$ cat src/rtl/iso_main_steering_n.sv
// Main-stream lane steering: buffers pixel words in a byte accumulator and
// deals bytes round-robin over 1..MAX_LANES active lanes, with end-of-line
// zero-padded flush, per-lane pad mask and an underflow pulse.
// Ports: clk, rst_n (sync, active-low), td_lane_count, sched_steering_en,
//   sched_eol, in_data/in_vld/in_rdy (input handshake), out_data, out_vld,
//   out_pad_mask, underflow (registered), occupancy (byte count).
// Option: define ISO_STEER_UFLOW_CNT_EN to add the uflow_cnt[15:0] output,
//   a saturating underflow counter cleared by reset and on lane-count latch.
module iso_main_steering_n #(
  parameter int MAX_LANES   = 4,
  parameter int PIXEL_BYTES = 6,
  localparam int ACC_BYTES  = PIXEL_BYTES + MAX_LANES,
  localparam int OW         = $clog2(ACC_BYTES + 1)
) (
  input  logic                     clk,
  input  logic                     rst_n,
  input  logic [1:0]               td_lane_count,
  input  logic                     sched_steering_en,
  input  logic                     sched_eol,
  input  logic [PIXEL_BYTES*8-1:0] in_data,
  input  logic                     in_vld,
  output logic                     in_rdy,
  output logic [MAX_LANES*8-1:0]   out_data,
  output logic                     out_vld,
  output logic [MAX_LANES-1:0]     out_pad_mask,
  output logic                     underflow,
  output logic [OW-1:0]            occupancy
`ifdef ISO_STEER_UFLOW_CNT_EN
  ,
  output logic [15:0]              uflow_cnt
`endif
);

  localparam logic [OW-1:0] RDY_MAX = OW'(ACC_BYTES - PIXEL_BYTES);
  localparam logic [OW-1:0] PB_W    = OW'(PIXEL_BYTES);

  logic [7:0]           acc   [ACC_BYTES];
  logic [7:0]           acc_n [ACC_BYTES];
  logic [OW-1:0]        occ;
  logic [OW-1:0]        occ_n;
  logic [OW-1:0]        n_lanes;
  logic [OW-1:0]        n_dec;
  logic [OW-1:0]        taken;
  logic [OW-1:0]        remain;
  logic                 normal;
  logic                 emit;
  logic                 accept;
  logic                 latch;
  logic                 uf_now;
  logic [MAX_LANES*8-1:0] lane_d;
  logic [MAX_LANES-1:0]   lane_m;

  assign occupancy = occ;

  // Requested lane count, clamped to what this instance was built for.
  always_comb begin
    int req;
    req = 1;
    unique case (td_lane_count)
      2'd0: req = 1;
      2'd1: req = 2;
      2'd2: req = 4;
      2'd3: req = 8;
    endcase
    if (req > MAX_LANES) req = MAX_LANES;
    n_dec = OW'(req);
  end

  // Emit/accept decision. Space freed by this cycle's emit is visible
  // to in_rdy in the same cycle, which keeps the stream bubble-free.
  always_comb begin
    normal = (occ >= n_lanes);
    emit   = sched_steering_en &&
             (normal || (sched_eol && occ != '0));
    uf_now = sched_steering_en && !emit;
    taken  = '0;
    if (emit) taken = normal ? n_lanes : occ;
    remain = occ - taken;
    in_rdy = !rst_n || (remain <= RDY_MAX);
    accept = in_vld && in_rdy;
    occ_n  = remain + (accept ? PB_W : '0);
    latch  = (occ == '0) && !sched_steering_en;
  end

  // Next accumulator: survivors shift down to index 0, new word
  // lands directly behind them.
  always_comb begin
    for (int i = 0; i < ACC_BYTES; i++) begin
      int src;
      int dst;
      src      = i + int'(taken);
      dst      = i - int'(remain);
      acc_n[i] = 8'h00;
      if (src < int'(occ)) begin
        acc_n[i] = acc[src];
      end else if (accept && dst >= 0 && dst < PIXEL_BYTES) begin
        acc_n[i] = in_data[8*dst +: 8];
      end
    end
  end

  // Lane fan-out; a flush pads lanes beyond the remaining bytes.
  always_comb begin
    lane_d = '0;
    lane_m = '0;
    for (int k = 0; k < MAX_LANES; k++) begin
      if (emit && OW'(k) < n_lanes) begin
        if (OW'(k) < occ) lane_d[8*k +: 8] = acc[k];
        else              lane_m[k]        = 1'b1;
      end
    end
  end

  always_ff @(posedge clk) begin
    if (!rst_n) begin
      occ          <= '0;
      n_lanes      <= OW'(1);
      out_data     <= '0;
      out_vld      <= 1'b0;
      out_pad_mask <= '0;
      underflow    <= 1'b0;
      for (int i = 0; i < ACC_BYTES; i++) acc[i] <= 8'h00;
    end else begin
      occ          <= occ_n;
      out_data     <= lane_d;
      out_vld      <= emit;
      out_pad_mask <= lane_m;
      underflow    <= uf_now;
      for (int i = 0; i < ACC_BYTES; i++) acc[i] <= acc_n[i];
      if (latch) n_lanes <= n_dec;
    end
  end

`ifdef ISO_STEER_UFLOW_CNT_EN
  always_ff @(posedge clk) begin
    if (!rst_n) begin
      uflow_cnt <= '0;
    end else if (latch) begin
      uflow_cnt <= '0;
    end else if (uf_now && uflow_cnt != 16'hFFFF) begin
      uflow_cnt <= uflow_cnt + 16'd1;
    end
  end
`endif

endmodule
$ cat config.mk
export PLATFORM = sky130hd
export DESIGN_NAME = iso_main_steering_n
export DESIGN_NICKNAME = d
export VERILOG_FILES = /design/src/rtl/iso_main_steering_n.sv
export SDC_FILE = /design/constraint.sdc
export NUM_CORES = 1
export LEC_CHECK = 0
export ABC_CLOCK_PERIOD_IN_PS = 7200
export BUFFER_PORTS_ARGS = -buffer_cell sky130_fd_sc_hd__clkbuf_2
export CORE_AREA = 3 3 139 141
export CTS_CLUSTER_SIZE = 20
export DETAILED_ROUTE_END_ITERATION = 6
export DIE_AREA = 0 0 142 144
export PLACE_DENSITY = 0.79
export SYNTH_ARGS = -nofsm -noshare
export SYNTH_HDL_FRONTEND = slang
export SYNTH_SLANG_ARGS = --single-unit
$ cat constraint.sdc
create_clock -name clk -period 7.2 [get_ports clk]
set_input_delay 0.36 -clock clk [delete_from_list [all_inputs] [get_ports clk]]
set_output_delay 0.36 -clock clk [all_outputs]
set_load 0.01 [all_outputs]
==> run metrics, run 1 <==
post-synthesis cell count=1321; post-synth cell types=83; Startpoint Class=flip-flop; fin util=0.688; Synth Register Bits=roughly 130; Routed WL=38300 um; post-DR vias/cell=7.20; highest clock rate=~150 MHz; vias=11575; Clock Root Buffer=clkbuf_16; Seq/Total Area, Yosys=0.223; Synthesis Warnings=0; Die Height=144 um; DRT antenna net count=0; clock buffer depth=2; P&R area growth vs syn=10.1%; clk_lat worst skew=430 ps; routability cong.=1.04; Die Wd=about 140 um; core footprint=18100 sq um; GRT Util Overall=0.370; fin nets=between 1000 and 1500; pin count of the biggest net entering global routing=75; Post-synth EDFFs=0; commonest non-fill, non-tap cells in the layout=153 x nand2_1, 126 x dfxtp_1, 118 x mux2i_1, 97 x clkbuf_2, 80 x nor2_1; die area=20400 sq um; status=finished with violations; H-tree level count=4; DRC viols=18; crit end category=flip-flop; commonest non-fill, non-tap cell in the layout=nand2_1; IO Pins=98; Inst Count DP=1575; MaxCap Viol Count=0; flop-to-flop setup slack=750 ps; Iter 0 DRT Violations=1884; Worst Hold Class=in -> reg; WP data arrival=around 7000 ps; CP required=7550 ps; Final setup viols=0; RSZ-0062 raised after global routing=no; IO Port Bufs=97; final std cells w/o fill=1607; count of final hold-check violations=0; actual slew at the worst max-slew pin=~1300 ps; total grt overflow=0; row count=just under 50; clock skew=8.08 ps; syn_nets=1422; WS Path Type=reg -> reg; Post-CTS Hold Buffers=0; Avg Cell Area, Syn=8.55 sq um; Initial Util=0.625; Pre-antenna DRT Iters=7; Final Hold Slack=196 ps; dpl hpwl=28700 um; Final Cycle Share=0.896; Slew HR=0.138; CTS Buf Count=17; Final min period=~6500 ps; Post-synth top flop=dfxtp_1; CTS tree=built; layout cells sized above 1=0.201; vias in the first global route=10268; CP max FO=32; Cell Area, Synth=11300 sq um; Total Neg Setup Slack=0 ps; first-pass GRT wire length=59000 um; CTS resizes=0; drt wl/cell=approximately 24 um; clk sinks=between 100 and 150; Filler cells=1459; Clock Pin Slew Worst Setup and Hold Paths=60 ps; violated checks=design-rule violations; # Post-CTS Setup Buffers=0; ys async rst share=0; Max Slew Vio Count=0; initial antenna violation count=0; diodes inserted=0
==> synth_stat cells, types with 5 or more instances <==
library cell  number  share of area
o31ai_1           16          0.011
clkbuf_1          48          0.016
inv_1             30          0.010
nand3_1           21         0.0093
nor2b_1            5         0.0028
o22ai_1            8         0.0044
nand2b_1          13         0.0072
a211o_1           15          0.012
mux4_2            50           0.10
nor2_1            80          0.027
a221o_1           14          0.012
a221oi_1           9         0.0070
buf_1              7         0.0023
a21oi_1           76          0.034
a31oi_1            8         0.0044
o221a_2            6         0.0060
a21o_1            10         0.0066
buf_6              6         0.0060
o41ai_1            7         0.0054
nor4_1            13         0.0072
nand2_1          153          0.051
mux2i_1          118           0.10
a22o_1            28          0.022
a22oi_1           14         0.0093
nor3_1            37          0.016
o211ai_1          23          0.015
dfxtp_1          126           0.22
o221ai_1          20          0.016
buf_2             25          0.011
ha_1              43          0.048
and3_1             9         0.0050
o21ai_0           76          0.034
nand4_1           15         0.0083
mux2_2            28          0.028
xnor2_1            5         0.0039
a31o_2             7         0.0054
buf_4              6         0.0040
and2_1            41          0.023
inv_2              6         0.0020
a211oi_1          21          0.014
a32oi_1            6         0.0047
==> area by class of cell <==
class	instances	area [sq um]	area share
Multi-Input combinational cell	1066	8210	0.660
Clock inverter	14	216	0.0174
Inverter	37	141	0.0114
Tap cell	229	287	0.0230
Timing Repair Buffer	117	636	0.0511
Sequential cell	126	2520	0.203
Clock buffer	18	429	0.0345
==> per-layer routing <==
metal | GRT usage | vias to the layer above | share of wire | wire length (um)
met5 | 0 | - | 0 | 0
met4 | 0.139 | 0 | 0.034 | 1290
met3 | 0.122 | 123 | 0.15 | 5790
met2 | 0.531 | 979 | 0.42 | 16100
met1 | 0.520 | 5313 | 0.39 | 15100
li1 | - | 5160 | - | -
==> worst paths after layout <==
check,start,cells past startpoint,end
hold reg to reg,acc[8][0]$_SDFF_PN0_,1,acc[9][0]$_SDFFE_PN0P_
setup / recovery,occupancy[0]$_SDFF_PN0_,20,acc[3][6]$_SDFFE_PN0P_
setup reg to reg,occupancy[0]$_SDFF_PN0_,20,acc[3][6]$_SDFFE_PN0P_
hold / removal,td_lane_count[1],3,n_lanes[2]$_SDFFE_PN0P_
==> state kept, by name (all words and copies together) (netlist names) <==
name / cells
out_pad_mask: 4
underflow: 1
n_lanes: 4
occupancy: 4
acc: 80
out_data: 32
out_vld: 1
==> per-stage QoR <==
| stage | setup WS (ps) | area [sq um] |
|---|---|---|
| 2_1_floorplan | 1400 | 11300 |
| 3_3_place_gp | 1240 | 11800 |
| 3_5_place_dp | 1130 | 11800 |
| 4_1_cts | 1080 | 12400 |
| 5_1_grt | 437 | 12400 |
| 6_report | 746 | 12400 |
==> cells by family after synthesis <==
family / count (synthesis) / share of synthesized area
DFF: 126 / 0.223
AOI/OAI and AO/OA: 401 / 0.252
muxes: 198 / 0.235
and+or+nand+nor: 412 / 0.174
adders and majority gates: 46 / 0.0529
xor gates and xnor gates: 9 / 0.00997
buffers and inverters: 129 / 0.0518
==> worst max-delay path, stage by stage (launching register included) <==
cell and delay [ps]:
dfxtp_1 490, inv_1 140, ha_1 210, nor2b_1 150, o21a_4 230, or3_1 650
nand2_4 170, inv_2 50, ha_1 210, inv_1 140, nand3_1 100, a211oi_1 240
or2_2 600, inv_2 440, ha_1 400, a21o_1 100, a221o_1 700, nand3_1 390
a211oi_1 680, a31oi_1 80, a21oi_1 170
Power of run 1 is left out: the tool's default activity adds up to more than one toggle a clock period on the data nets, which glitch-free logic cannot reach.
==> inputs of run 2 (changes only) <==
ABC_AREA = 1   (was not set)
CORE_AREA = 3 3 143 145   (was 3 3 139 141)
DIE_AREA = 0 0 146 148   (was 0 0 142 144)
PLACE_DENSITY = 0.78   (was 0.79)
==> run metrics, run 2 <==
syn_nets=2160 (+52%); clk_lat worst skew=440 ps (about the same); H-tree level count=4 (unchanged); Hold Crit Start=td_lane_count[0]; IO Pins=98 (unchanged); Initial Util=0.614 (-0.0106); row count=51 (+4.1%); Clock Pin Slew Worst Setup and Hold Paths=60 ps (about the same); DRC viols=0 (-18); clk sinks=126 (unchanged); Post-synth top flop=dfxtp_1; Iter 0 DRT Violations=2431 (+29%); dpl hpwl=39100 um (+36%); Post-Synth Adder-Cell Area=0.0504 (-0.00256); Largest Register=acc; actual slew at the worst max-slew pin=1150 ps (-134 ps); Startpoint Class=flip-flop; Post-CTS Hold Buffers=0 (unchanged); CP required=7530 ps (-20 ps); Worst R2R Start=occupancy[0]$_SDFF_PN0_; MaxCap Viol Count=0 (unchanged); diodes inserted=0 (unchanged); leading cell type by number of instances after synthesis=nand2_1; clock skew=10.2 ps (+2.16 ps); Synth Area in Compound Gates=0.184 (-0.0681); largest area contributor in the netlist=dfxtp_1; total grt overflow=0 (unchanged); Worst Hold Class=in -> reg; CTS resizes=0 (unchanged); clock buffer depth=2 (unchanged); Max Slew Vio Count=0 (unchanged); pin count of the biggest net entering global routing=75 (unchanged); Synthesis Warnings=0 (unchanged); Clock Root Buffer=clkbuf_16; CP most frequent cell=nand2_1; crit end category=flip-flop; layout cells sized above 1=0.0975 (-0.104); Slowest-stage cell, CP=xnor2_2; Cell Area, Synth=11900 sq um (+5.1%); WS Path Type=reg -> reg; # Post-CTS Setup Buffers=0 (unchanged); Final setup viols=0 (unchanged); Die Height=148 um (+2.8%); worst stage delay on the critical path=710 ps (about the same); RSZ-0062 raised after global routing=no; DRT antenna net count=0 (unchanged); Cell Chain, Critical Path=inv_1, ha_1, nand4_1, nand3_4, nor2_8, nor2_8, nand2_1, clkinv_1, ha_1, xnor2_2, ha_1, a21oi_1, nor2_1, nor3b_1, nand2_1, nor3_4, nand2_1, nand2_1, a21oi_1; Post-synth top cells=581 x nand2_1, 335 x nand3_1, 238 x inv_1; initial antenna violation count=2 (+2); CTS tree=built; hold endpoint=n_lanes[0]$_SDFFE_PN1P_; vias in the first global route=12846 (+25%); Die Wd=146 um (+2.8%); reg2reg end=acc[1][0]$_SDFFE_PN0P_; WP data arrival=6360 ps (-450 ps); post-synthesis xor/xnor area fraction=0.0101 (+0.000150); drt wl/cell=21.5 um (-9.8%); post-synthesis mux area share=0.0118 (-0.224); routability cong.=1.10 (+5.8%); status=finished, final reports clean; worst reg2reg path depth=19 (-5.0%); cell family with most CP delay=simple AND/OR/NAND/NOR gates; CP max FO=21 (-34%); post-DR vias/cell=6.25 (-13%); Final min period=6040 ps (-416 ps); post-synth cell types=52 (-37%); count of final hold-check violations=0 (unchanged); vias=14798 (+28%); Routed WL=50900 um (+33%); area share of the largest cell type after synthesis=0.213 (-0.0108); CTS Buf Count=17 (unchanged); Synth Register Bits=126 (unchanged); Synth Area in Simple Gates=0.413 (+0.239); commonest non-fill, non-tap cells in the layout=581 x nand2_1, 335 x nand3_1, 238 x inv_1, 181 x o21ai_0, 141 x a21oi_1; die area=21600 sq um (+5.7%); top post-synthesis cells by area=dfxtp_1 21%, nand2_1 18%, nand3_1 14%; ys async rst share=0 (unchanged); flop-to-flop setup slack=1160 ps (+420 ps); Final Cycle Share=0.839 (-0.0578); IO Port Bufs=97 (unchanged); Avg Cell Area, Syn=5.76 sq um (-33%); largest family of logic cells by synthesized area=simple AND/OR/NAND/NOR gates; Slew HR=0.229 (+0.0906); commonest non-fill, non-tap cell in the layout=nand2_1; core footprint=19300 sq um (+6.9%); GRT Util Overall=0.452 (+0.0819); Top Registers=acc x80, out_data x32; P&R area growth vs syn=9.95%; post-synthesis cell count=2059 (+56%); Total Neg Setup Slack=0 ps (unchanged); fin nets=2191 (+49%); Seq/Total Area, Yosys=0.213 (-0.0108); WP buf/inv=2 (-2); Filler cells=1832 (+26%); max reg flops=80 (unchanged); Pre-antenna DRT Iters=7 (unchanged); Hold Path Stages=2 (-1); highest clock rate=166 MHz (+6.9%); first-pass GRT wire length=75200 um (+28%); Post-synth EDFFs=0 (unchanged)
## run 2: worst max-delay path by stage
stage | end | start | cells past startpoint | slack (ps)
2_1_floorplan | acc[3][5]$_SDFFE_PN0P_ | occupancy[0]$_SDFF_PN0_ | 25 | 2340
3_3_place_gp | acc[4][0]$_SDFF_PN0_ | occupancy[0]$_SDFF_PN0_ | 21 | 1540
3_5_place_dp | acc[1][0]$_SDFFE_PN0P_ | occupancy[0]$_SDFF_PN0_ | 19 | 1380
4_1_cts | acc[1][0]$_SDFFE_PN0P_ | occupancy[0]$_SDFF_PN0_ | 19 | 1340
5_1_grt | acc[1][3]$_SDFFE_PN0P_ | occupancy[0]$_SDFF_PN0_ | 19 | 790
6_report | acc[1][0]$_SDFFE_PN0P_ | occupancy[0]$_SDFF_PN0_ | 19 | 1160
## run 2: logic make-up after synthesis
logic type,after synthesis
flip-flops,126
AND/OR/NAND/NOR,1110
adder cells (fa/ha/maj),46
XOR/XNOR,6
multiplexers,14
buffers and inverters,356
AO/OA/AOI/OAI,401
## run 2: cell type report
class                      instances  area, sq um  area share
clock buffer                      19          453      0.0347
clock inverter                    13          211      0.0162
inverter                         250          938      0.0719
multi-input combinational       1577         7950       0.609
sequential                       126         2520       0.193
tap                              265          332      0.0254
timing repair buffer             118          643      0.0493
## run 2: per-stage QoR
step | instances | cell area [sq um] | hold slack [ps] | setup slack [ps] | utilization
final | 2368 | 13100 | 141 | 1160 | 0.675
after floorplan | 2059 | 11900 | 446 | 2340 | -
after detailed placement | 2336 | 12400 | 486 | 1380 | 0.641
after CTS | 2368 | 13100 | 137 | 1340 | 0.675
after global routing | 2368 | 13100 | 156 | 789 | 0.675
after global placement | 2336 | 12400 | 475 | 1540 | 0.641
## run 2: per-layer routing
metal  vias up  GRT usage  routed length [um]
li1       6827          -                   -
met1      6493      0.573               18800
met2      1245      0.650               20200
met3       231      0.149                7570
met4         2      0.314                4320
met5         -          0                  12
Power of run 2 is left out for the same reason.
